`src/rtl/spw_fc_pkg.sv`:
```
// Shared constants and FSM state type for the SpaceWire RX flow-control scheduler.
// Contents: FCT_SIZE, CREDIT_MAX, INIT_PENDING, counter widths, fct_state_e.
package spw_fc_pkg;

  localparam int unsigned FCT_SIZE     = 8;
  localparam int unsigned CREDIT_MAX   = 56;
  localparam int unsigned INIT_PENDING = CREDIT_MAX / FCT_SIZE;
  localparam int unsigned CWIDTH       = 6;
  localparam int unsigned PWIDTH       = 4;

  typedef enum logic [1:0] {
    IDLE   = 2'd0,
    REQ    = 2'd1,
    UPDATE = 2'd2
  } fct_state_e;

endpackage

```
`src/rtl/rx_credit_counter.sv`:
```
// Credit granted to the far end: saturating up/down counter and sticky credit error.
// Ports:
//   clock, reset      clock and asynchronous active-low reset
//   clear             synchronous clear (link ErrorReset); overrides add8/sub1
//   add8              grant FCT_SIZE more credit (FCT committed)
//   sub1              one N-char received
//   credit            current outstanding credit
//   credit_error      sticky: a char arrived while credit was zero
module rx_credit_counter
  import spw_fc_pkg::*;
(
  input  logic              clock,
  input  logic              reset,
  input  logic              clear,
  input  logic              add8,
  input  logic              sub1,
  output logic [CWIDTH-1:0] credit,
  output logic              credit_error
);

  localparam logic [CWIDTH-1:0] STEP = CWIDTH'(FCT_SIZE);
  localparam logic [CWIDTH-1:0] MAX  = CWIDTH'(CREDIT_MAX);
  localparam logic [CWIDTH-1:0] ONE  = CWIDTH'(1);

  logic [CWIDTH-1:0] credit_q, credit_d;
  logic              error_q, error_d;

  // Next credit/error value
  always_comb begin
    credit_d = credit_q;
    error_d  = error_q;
    if (clear) begin
      credit_d = '0;
      error_d  = 1'b0;
    end else if (add8) begin
      // A char arriving with a grant is drawn from the fresh grant, so no error
      if (credit_q > MAX - STEP) begin
        credit_d = MAX;
      end else begin
        credit_d = credit_q + STEP;
      end
      if (sub1) begin
        credit_d = credit_d - ONE;
      end
    end else if (sub1) begin
      if (credit_q == '0) begin
        error_d = 1'b1;
      end else begin
        credit_d = credit_q - ONE;
      end
    end
  end

  // Credit registers
  always_ff @(posedge clock or negedge reset) begin
    if (!reset) begin
      credit_q <= '0;
      error_q  <= 1'b0;
    end else begin
      credit_q <= credit_d;
      error_q  <= error_d;
    end
  end

  assign credit       = credit_q;
  assign credit_error = error_q;

endmodule

```
`src/rtl/rx_fct_scheduler.sv`:
```
// SpaceWire RX flow-control scheduler: tracks credit granted to the far end,
// counts FCTs owed for freed RX FIFO slots and requests FCTs from the TX encoder.
// Optional macro RX_FCT_STATS_EN adds fct_sent_count (16-bit wrapping count of sent FCTs).
// Ports:
//   clock, reset        clock and asynchronous active-low reset
//   link_enable         link in Connecting/Run; FCT requests allowed
//   link_reset          synchronous clear to post-reset values, highest priority
//   rx_char_valid       one pulse per received N-char
//   slot_free           RX FIFO level; each rising edge frees FCT_SIZE slots
//   fct_req / fct_ack   FCT request handshake with the TX encoder
//   outstanding_credit  credit currently granted to the far end
//   pending_fct         FCTs owed but not yet sent (saturating)
//   credit_error        sticky; char received with zero credit
module rx_fct_scheduler
  import spw_fc_pkg::*;
(
  input  logic              clock,
  input  logic              reset,
  input  logic              link_enable,
  input  logic              link_reset,
  input  logic              rx_char_valid,
  input  logic              slot_free,
  output logic              fct_req,
  input  logic              fct_ack,
  output logic [CWIDTH-1:0] outstanding_credit,
  output logic [PWIDTH-1:0] pending_fct,
  output logic              credit_error
`ifdef RX_FCT_STATS_EN
  ,
  output logic [15:0]       fct_sent_count
`endif
);

  localparam logic [CWIDTH-1:0] REQ_LIMIT = CWIDTH'(CREDIT_MAX - FCT_SIZE);
  localparam logic [PWIDTH-1:0] PEND_INIT = PWIDTH'(INIT_PENDING);
  localparam logic [PWIDTH-1:0] PEND_SAT  = {PWIDTH{1'b1}};
  localparam logic [PWIDTH-1:0] PEND_ONE  = PWIDTH'(1);

  fct_state_e        state_q;
  logic              fct_req_q;
  logic              slot_free_q;
  logic [PWIDTH-1:0] pending_q, pending_d;
  logic              slot_edge;
  logic              in_update;
  logic              can_request;

  assign slot_edge   = slot_free & ~slot_free_q;
  assign in_update   = (state_q == UPDATE);
  // Only ask for an FCT when its grant still fits under CREDIT_MAX
  assign can_request = link_enable && (pending_q != '0) && (outstanding_credit <= REQ_LIMIT);

  // Request FSM; fct_req is registered alongside the state
  always_ff @(posedge clock or negedge reset) begin
    if (!reset) begin
      state_q   <= IDLE;
      fct_req_q <= 1'b0;
    end else if (link_reset) begin
      state_q   <= IDLE;
      fct_req_q <= 1'b0;
    end else begin
      case (state_q)
        IDLE: begin
          if (can_request) begin
            state_q   <= REQ;
            fct_req_q <= 1'b1;
          end
        end
        REQ: begin
          // An ack in the same cycle as link drop still commits the FCT
          if (fct_ack) begin
            state_q   <= UPDATE;
            fct_req_q <= 1'b0;
          end else if (!link_enable) begin
            state_q   <= IDLE;
            fct_req_q <= 1'b0;
          end
        end
        UPDATE: begin
          state_q   <= IDLE;
          fct_req_q <= 1'b0;
        end
        default: begin
          state_q   <= IDLE;
          fct_req_q <= 1'b0;
        end
      endcase
    end
  end

  // Pending FCT count: commit in UPDATE, new owed FCT on each slot_free edge
  always_comb begin
    pending_d = pending_q;
    if (in_update) begin
      // pending_q >= 1 here, so the sum never exceeds the old value
      pending_d = pending_q - PEND_ONE + PWIDTH'(slot_edge);
    end else if (slot_edge && (pending_q != PEND_SAT)) begin
      pending_d = pending_q + PEND_ONE;
    end
  end

  always_ff @(posedge clock or negedge reset) begin
    if (!reset) begin
      pending_q   <= PEND_INIT;
      slot_free_q <= 1'b0;
    end else if (link_reset) begin
      pending_q   <= PEND_INIT;
      slot_free_q <= 1'b0;
    end else begin
      pending_q   <= pending_d;
      slot_free_q <= slot_free;
    end
  end

  rx_credit_counter u_credit (
    .clock        (clock),
    .reset        (reset),
    .clear        (link_reset),
    .add8         (in_update),
    .sub1         (rx_char_valid),
    .credit       (outstanding_credit),
    .credit_error (credit_error)
  );

`ifdef RX_FCT_STATS_EN
  logic [15:0] fct_sent_q;

  // Count of committed FCTs, wraps naturally
  always_ff @(posedge clock or negedge reset) begin
    if (!reset) begin
      fct_sent_q <= '0;
    end else if (link_reset) begin
      fct_sent_q <= '0;
    end else if (in_update) begin
      fct_sent_q <= fct_sent_q + 16'd1;
    end
  end

  assign fct_sent_count = fct_sent_q;
`endif

  assign fct_req     = fct_req_q;
  assign pending_fct = pending_q;

endmodule
```
`config.mk`:
```
export PLATFORM = sky130hd
export DESIGN_NAME = rx_fct_scheduler
export DESIGN_NICKNAME = d
export VERILOG_FILES = /design/src/rtl/spw_fc_pkg.sv /design/src/rtl/rx_credit_counter.sv /design/src/rtl/rx_fct_scheduler.sv
export SDC_FILE = /design/constraint.sdc
export NUM_CORES = 1
export LEC_CHECK = 0
export ABC_AREA = 1
export CORE_UTILIZATION = 52
export DETAILED_ROUTE_END_ITERATION = 10
export PLACE_DENSITY = 0.81
export SYNTH_ARGS = -nofsm -noshare
export SYNTH_HDL_FRONTEND = slang
export SYNTH_SLANG_ARGS = --single-unit
```
`constraint.sdc`:
```
create_clock -name clock -period 1.9 [get_ports clock]
set_input_delay 0.475 -clock clock [delete_from_list [all_inputs] [get_ports clock]]
set_output_delay 0.475 -clock clock [all_outputs]
set_load 0.005 [all_outputs]
```
After elaboration in Yosys (flattened, before gate mapping)
Index checks and enable logic that the tools add are counted.
{"block": "word_totals", "register_bits": 15, "input_bits": 7, "ram_bits": 0, "word_cells": 62, "mem_bits_ro": 0, "latchBits": 0, "n_memories": 0}
{"block": "op_classes", "n_reduce_logical": 13, "add_sub_neg": 6, "bitwise_logic": 2, "n_lt_le_gt_ge": 2, "n_shift": 0, "n_eq_ne": 7, "mul": 0, "div_mod_pow": 0, "mux": 26}
{"cell": "$mux 6", "count": 8}
{"cell": "$mux 4", "count": 3}
{"cell": "$sub 6x1->6 const B", "count": 2}
{"cell": "$mux 1", "count": 9}
{"cell": "$mux 2", "count": 4}
{"cell": "$ne 4x4->1 const B", "count": 2}
{"cell": "$add 6x4->6 const B", "count": 1}
{"cell": "$gt 6x6->1 const B", "count": 1}
{"cell": "$le 6x6->1 const B", "count": 1}
{"cell": "$logic_not 6->1", "count": 1}
{"cell": "$ne 3x3->1 const B", "count": 2}
{"cell": "$reduce_bool 3->1", "count": 2}
{"cell": "$add 4x1->4", "count": 1}
{"cell": "$add 4x1->4 const B", "count": 1}
{"cell": "$pmux 2 s2", "count": 1}
{"cell": "$reduce_and 2->1", "count": 2}
{"cell": "$reduce_bool 2->1", "count": 2}
{"cell": "$reduce_bool 4->1", "count": 1}
{"cell": "$sub 4x1->4 const B", "count": 1}
{"cell": "$logic_and 1x1->1", "count": 3}
{"cell": "$reduce_and 3->1", "count": 1}
{"cell": "$eq 2x1->1 const B", "count": 1}
{"cell": "$eq 2x2->1 const B", "count": 1}
{"cell": "$logic_not 2->1", "count": 1}
{"cell": "4 further kinds", "count": 4}

Logic depth before layout (Yosys ltp)
{"block": "depth", "ltp_word": 8, "ltp_mapped": 11, "mapped_depth_nobuf": 11}

By module
From an unflattened synthesis, not the netlist that was laid out.
{"block": "unflattened", "cells_unflattened": 170, "area_unflattened_um2": 1273.7}
{"mod": "rx_credit_counter", "seq_area_each_um2": 175.2, "instances": 1, "area_each_um2": 757.0, "cells_per_inst": 104}
{"mod": "rx_fct_scheduler", "seq_area_each_um2": 178.9, "instances": 1, "area_each_um2": 516.7, "cells_per_inst": 66}

Worst setup path after synthesis
OpenSTA, ideal clock, no wires.
{"block": "synth_timing", "path_type": "register to register", "from": "register u_credit.credit_q[0] (netlist: u_credit.credit[0])", "to": "register u_credit.credit_q[5] (netlist: u_credit.credit[5])", "synth_period_minus_slack_ns": 1.535, "t_required_ns": 1.784, "t_arrival_ns": 1.419, "stages_incl_launch_ff": 11, "slack_ns": 0.365, "path_cell_list": "dfrtp_1 > inv_1 > ha_1 > nand2_4 > nand2_4 > nand2_4 > nand3_2 > o21bai_1 > nand3_1 > nand2_1 > nand2_1"}
{"block": "synth_between", "elab_chain_len": 8, "elab_cells_between_ends": 15, "cone_classes": "add/sub (3); order compare (1); eq/ne (1); mux (8); reduce/logical (2)"}
{"element": "start, declared", "line_no": "rx_credit_counter.sv:25", "source": "logic [CWIDTH-1:0] credit_q, credit_d;"}
{"element": "start signal, assigned", "line_no": "rx_credit_counter.sv:60", "source": "credit_q <= credit_d;"}
{"element": "$add 6x4->6 / $gt 6x6->1 (equally long branches)", "line_no": "rx_credit_counter.sv:40, rx_credit_counter.sv:37"}
{"element": "$mux 6", "line_no": "rx_credit_counter.sv:37", "source": "if (credit_q > MAX - STEP) begin"}
{"element": "$mux 6", "line_no": "rx_credit_counter.sv:35", "source": "end else if (add8) begin"}
{"element": "$mux 6", "line_no": "rx_credit_counter.sv:32", "source": "if (clear) begin"}
{"element": "$sub 6x1->6", "line_no": "rx_credit_counter.sv:43", "source": "credit_d = credit_d - ONE;"}
{"element": "$mux 6", "line_no": "rx_credit_counter.sv:42", "source": "if (sub1) begin"}
{"element": "$mux 6", "line_no": "rx_credit_counter.sv:35"}
{"element": "$mux 6", "line_no": "rx_credit_counter.sv:32"}
Several ways; a longest one is shown, not always the timed one. The select of a mux whose other input is x is not followed.
A chain may end at the register's enable or synchronous reset.

Worst setup path after layout
{"block": "layout_timing", "from": "register pending_q[2] (netlist: pending_fct[2])", "to": "output port pending_fct[2]"}
{"element": "start, declared", "line_no": "rx_fct_scheduler.sv:42", "source": "logic [PWIDTH-1:0] pending_q, pending_d;"}
{"element": "start signal, assigned", "line_no": "rx_fct_scheduler.sv:109", "source": "pending_q <= pending_d;"}
{"element": "end, declared", "line_no": "rx_fct_scheduler.sv:26", "source": "output logic [PWIDTH-1:0] pending_fct,"}
No word-level cell between the ends.

==> metrics.cfg <==
[die]
rows = 16
pin_count = 19
die_area_um2 = 2380
start_util_pct = 56.8
fp.dieH_um = 48.7
fp.dieW_um = 48.7
coreArea_um2 = 2000

[finish]
fin_cells = 201
finish.instance_area_um2 = 1370
antenna_cells = 0
layout-drive-gt1-share_pct = 16.7
fin_nets = 190
area_delta_synth_final_pct = 20.8

[setup_path]
critPathArrivalTime_ns = 1.37
crit_path_top_delay_cell = dfstp_2
cpPeakStageDelay_ns = 0.58
path_class = reg -> out
r2r_end = u_credit.credit[3]
path_cells = clkdlybuf4s50_1
cp.required_ns = 1.42
crit_buf_inv = 1
worst-r2r-cell-count = 11
crit_fanout = 4
critPathTopFamily = flip-flops
start_kind = flop
worstReg2RegStart = u_credit.credit[1]
r2r_setup_slack_ns = 0.23
endpoint_kind = primary output

[placement]
port_buffers = 18
placed_area_um2 = 1350
hpwl_mm = 2.06
post-place-cells = 197
gp_congestion = 0.861

[cts]
cts_tree = built
htreeDepth = 1
root_buffer = clkbuf_4
cts.sinks = 14
clkSlewWorstSetupHoldPaths_ns = 0.09
cts.path.max_buffers = 2
cts_setup_buffers = 0
cts_buffers = 3
clock_latency_ns = 0.28

[sta]
rsz0062_at_grt = no
worst_pin_slew_ns = 0.324
maxSlewViolCount = 0
fin_setup_tns_ns = 0
finalCritPeriodShare_pct = 96.9
finClkSkew_ns = 0.00613
finalHoldViolCount = 0
min_period_ns = 1.84
slew_headroom_pct = 78.3
finalSetupViolCount = 0
max_freq_ghz = 0.543

[yosys]
ys_warn_count = 0
syn_nets = 167
synth-main-ff-cell = dfrtp_1
synth_most_common_cell = nand2_1
synth.cell_area_um2 = 1140
syn_area_per_cell_um2 = 7.47
yosysTopAreaCell = dfrtp_1
synthDistinctLibCells = 33
ys_async_sr_fraction_pct = 100
synth_edf_count = 0
synth_cells = 152
synth-seq-cells = 14
yosys-top-cells-count = 34 x nand2_1, 18 x inv_1, 12 x nand3_1, 11 x dfrtp_1, 10 x nor2_1
synth_area_leaders = dfrtp_1 24%, nand2_1 11%, ha_1 8.8%
synth_top_area_share_pct = 24.2
synth-seq-area-share_pct = 31.2

[power_and_ir_drop]
clock_power_share_pct = 10.2
power_frac_comb_pct = 60.0
p_int_uw = 966
swShare_pct = 45.3
power_switching_uw = 799
ir_drop_mv = 0.699
power_density_nw_per_um2 = 1290
p_leak_uw = 0.000679
pwr-share-seq_pct = 29.8

[drt]
ant_nets = 0
firstDrtPassIters = 4
remaining_drc_errors = 0
wl_per_cell_um = 12.9
first_iter_violations = 15
vias_per_cell = 5.36
routed_wl_mm = 2.59
vias = 1077

[global_route]
grt_pass1_wl_mm = 4.44
antenna_found_initial = 0
gr-total-overflow = 0
grt_usage_pct = 24.4
grt_max_degree = 15
first_global_vias = 1035

[job]
cap_violations = 0

[status]
status = finished, final reports clean

[worst_hold_path]
min_path_type = in -> async

==> layout make-up <==
type	count	area [um^2]
clock buffers	4	26.3
fillers	188	629
inverters	21	78.8
well taps	27	33.8
repair buffers	22	210
multi-input cells	113	668
flip-flops and latches	14	355
==> power groups by stage <==
stage | Sequential (uW) | Clock, uW | Combinational, uW
2_1_floorplan | 508 | 0 | 740
3_3_place_gp | 524 | 0 | 1010
3_5_place_dp | 526 | 0 | 1060
4_1_cts | 521 | 185 | 1060
5_1_grt | 548 | 196 | 1200
6_report | 527 | 180 | 1060
==> per-layer routing <==
| layer | vias to the layer above | GRT usage, % | share of wire [%] | routed length, um |
|---|---|---|---|---|
| met3 | 8 | 2.20 | 2.4 | 62 |
| met5 | - | 0 | 0 | 0 |
| met2 | 20 | 44.4 | 53 | 1360 |
| met1 | 508 | 29.2 | 43 | 1120 |
| li1 | 541 | - | - | - |
| met4 | 0 | 9.80 | 1.7 | 44 |
==> worst max path at each step <==
stage                       start                    end  cells past startpoint
6_report           pending_fct[2]         pending_fct[2]                      1
5_1_grt        u_credit.credit[3]  outstanding_credit[3]                      1
4_1_cts        u_credit.credit[2]  outstanding_credit[2]                      1
3_5_place_dp            slot_free         pending_fct[2]                     10
3_3_place_gp            slot_free         pending_fct[2]                     10
2_1_floorplan  u_credit.credit[0]     u_credit.credit[5]                     10
==> kinds of logic after synthesis <==
family,count (synthesis),synth area share [%]
AND/OR/NAND/NOR,78,34.9
XOR/XNOR,3,2.31
AO/OA/AOI/OAI,24,12.8
flip-flops,14,31.2
buffers and inverters,25,10.0
adder cells (fa/ha/maj),8,8.81
==> registers in the layout, indices dropped and copies added (netlist names) <==
name	count
u_credit.credit	6
u_credit.credit_error	1
pending_fct	4
slot_free_q	1
state_q	2
==> layout by cell type, fill, tap and decap left out, types with 2 or more instances in the layout <==
cell,instances
buf_4,4
nor2_1,10
nand2_1,34
o21ai_1,3
nand4_1,3
clkdlybuf4s50_1,18
inv_2,3
nand2_4,4
dfrtp_1,10
nand3_2,3
inv_1,18
o21bai_1,2
nand2_2,3
xor2_1,2
o21ai_0,5
nor2_2,2
a21oi_1,8
nor3_1,3
clkbuf_4,3
ha_1,8
dfstp_2,3
nand3_1,12
==> metrics by stage <==
stage / setup slack (ns) / util (%) / total power [uW] / hold WS, ns
final: 0.0581 / 68.6 / 1770 / 0.490
after global routing: 0.0201 / 68.6 / 1940 / 0.506
after CTS: 0.0405 / 68.5 / 1770 / 0.492
after detailed placement: -0.0377 / 67.2 / 1580 / 0.487
after global placement: 0.0393 / 67.2 / 1540 / 0.470
after floorplan: 0.365 / - / 1250 / 0.179
==> repair_timing <==
item                       in CTS  in global routing
hold endpoints to repair        0                  0
hold buffers                    0                  0
resized for setup               0                  1
setup endpoints to repair       0                  1
No activity file was read; power rests on OpenSTA's default activity.
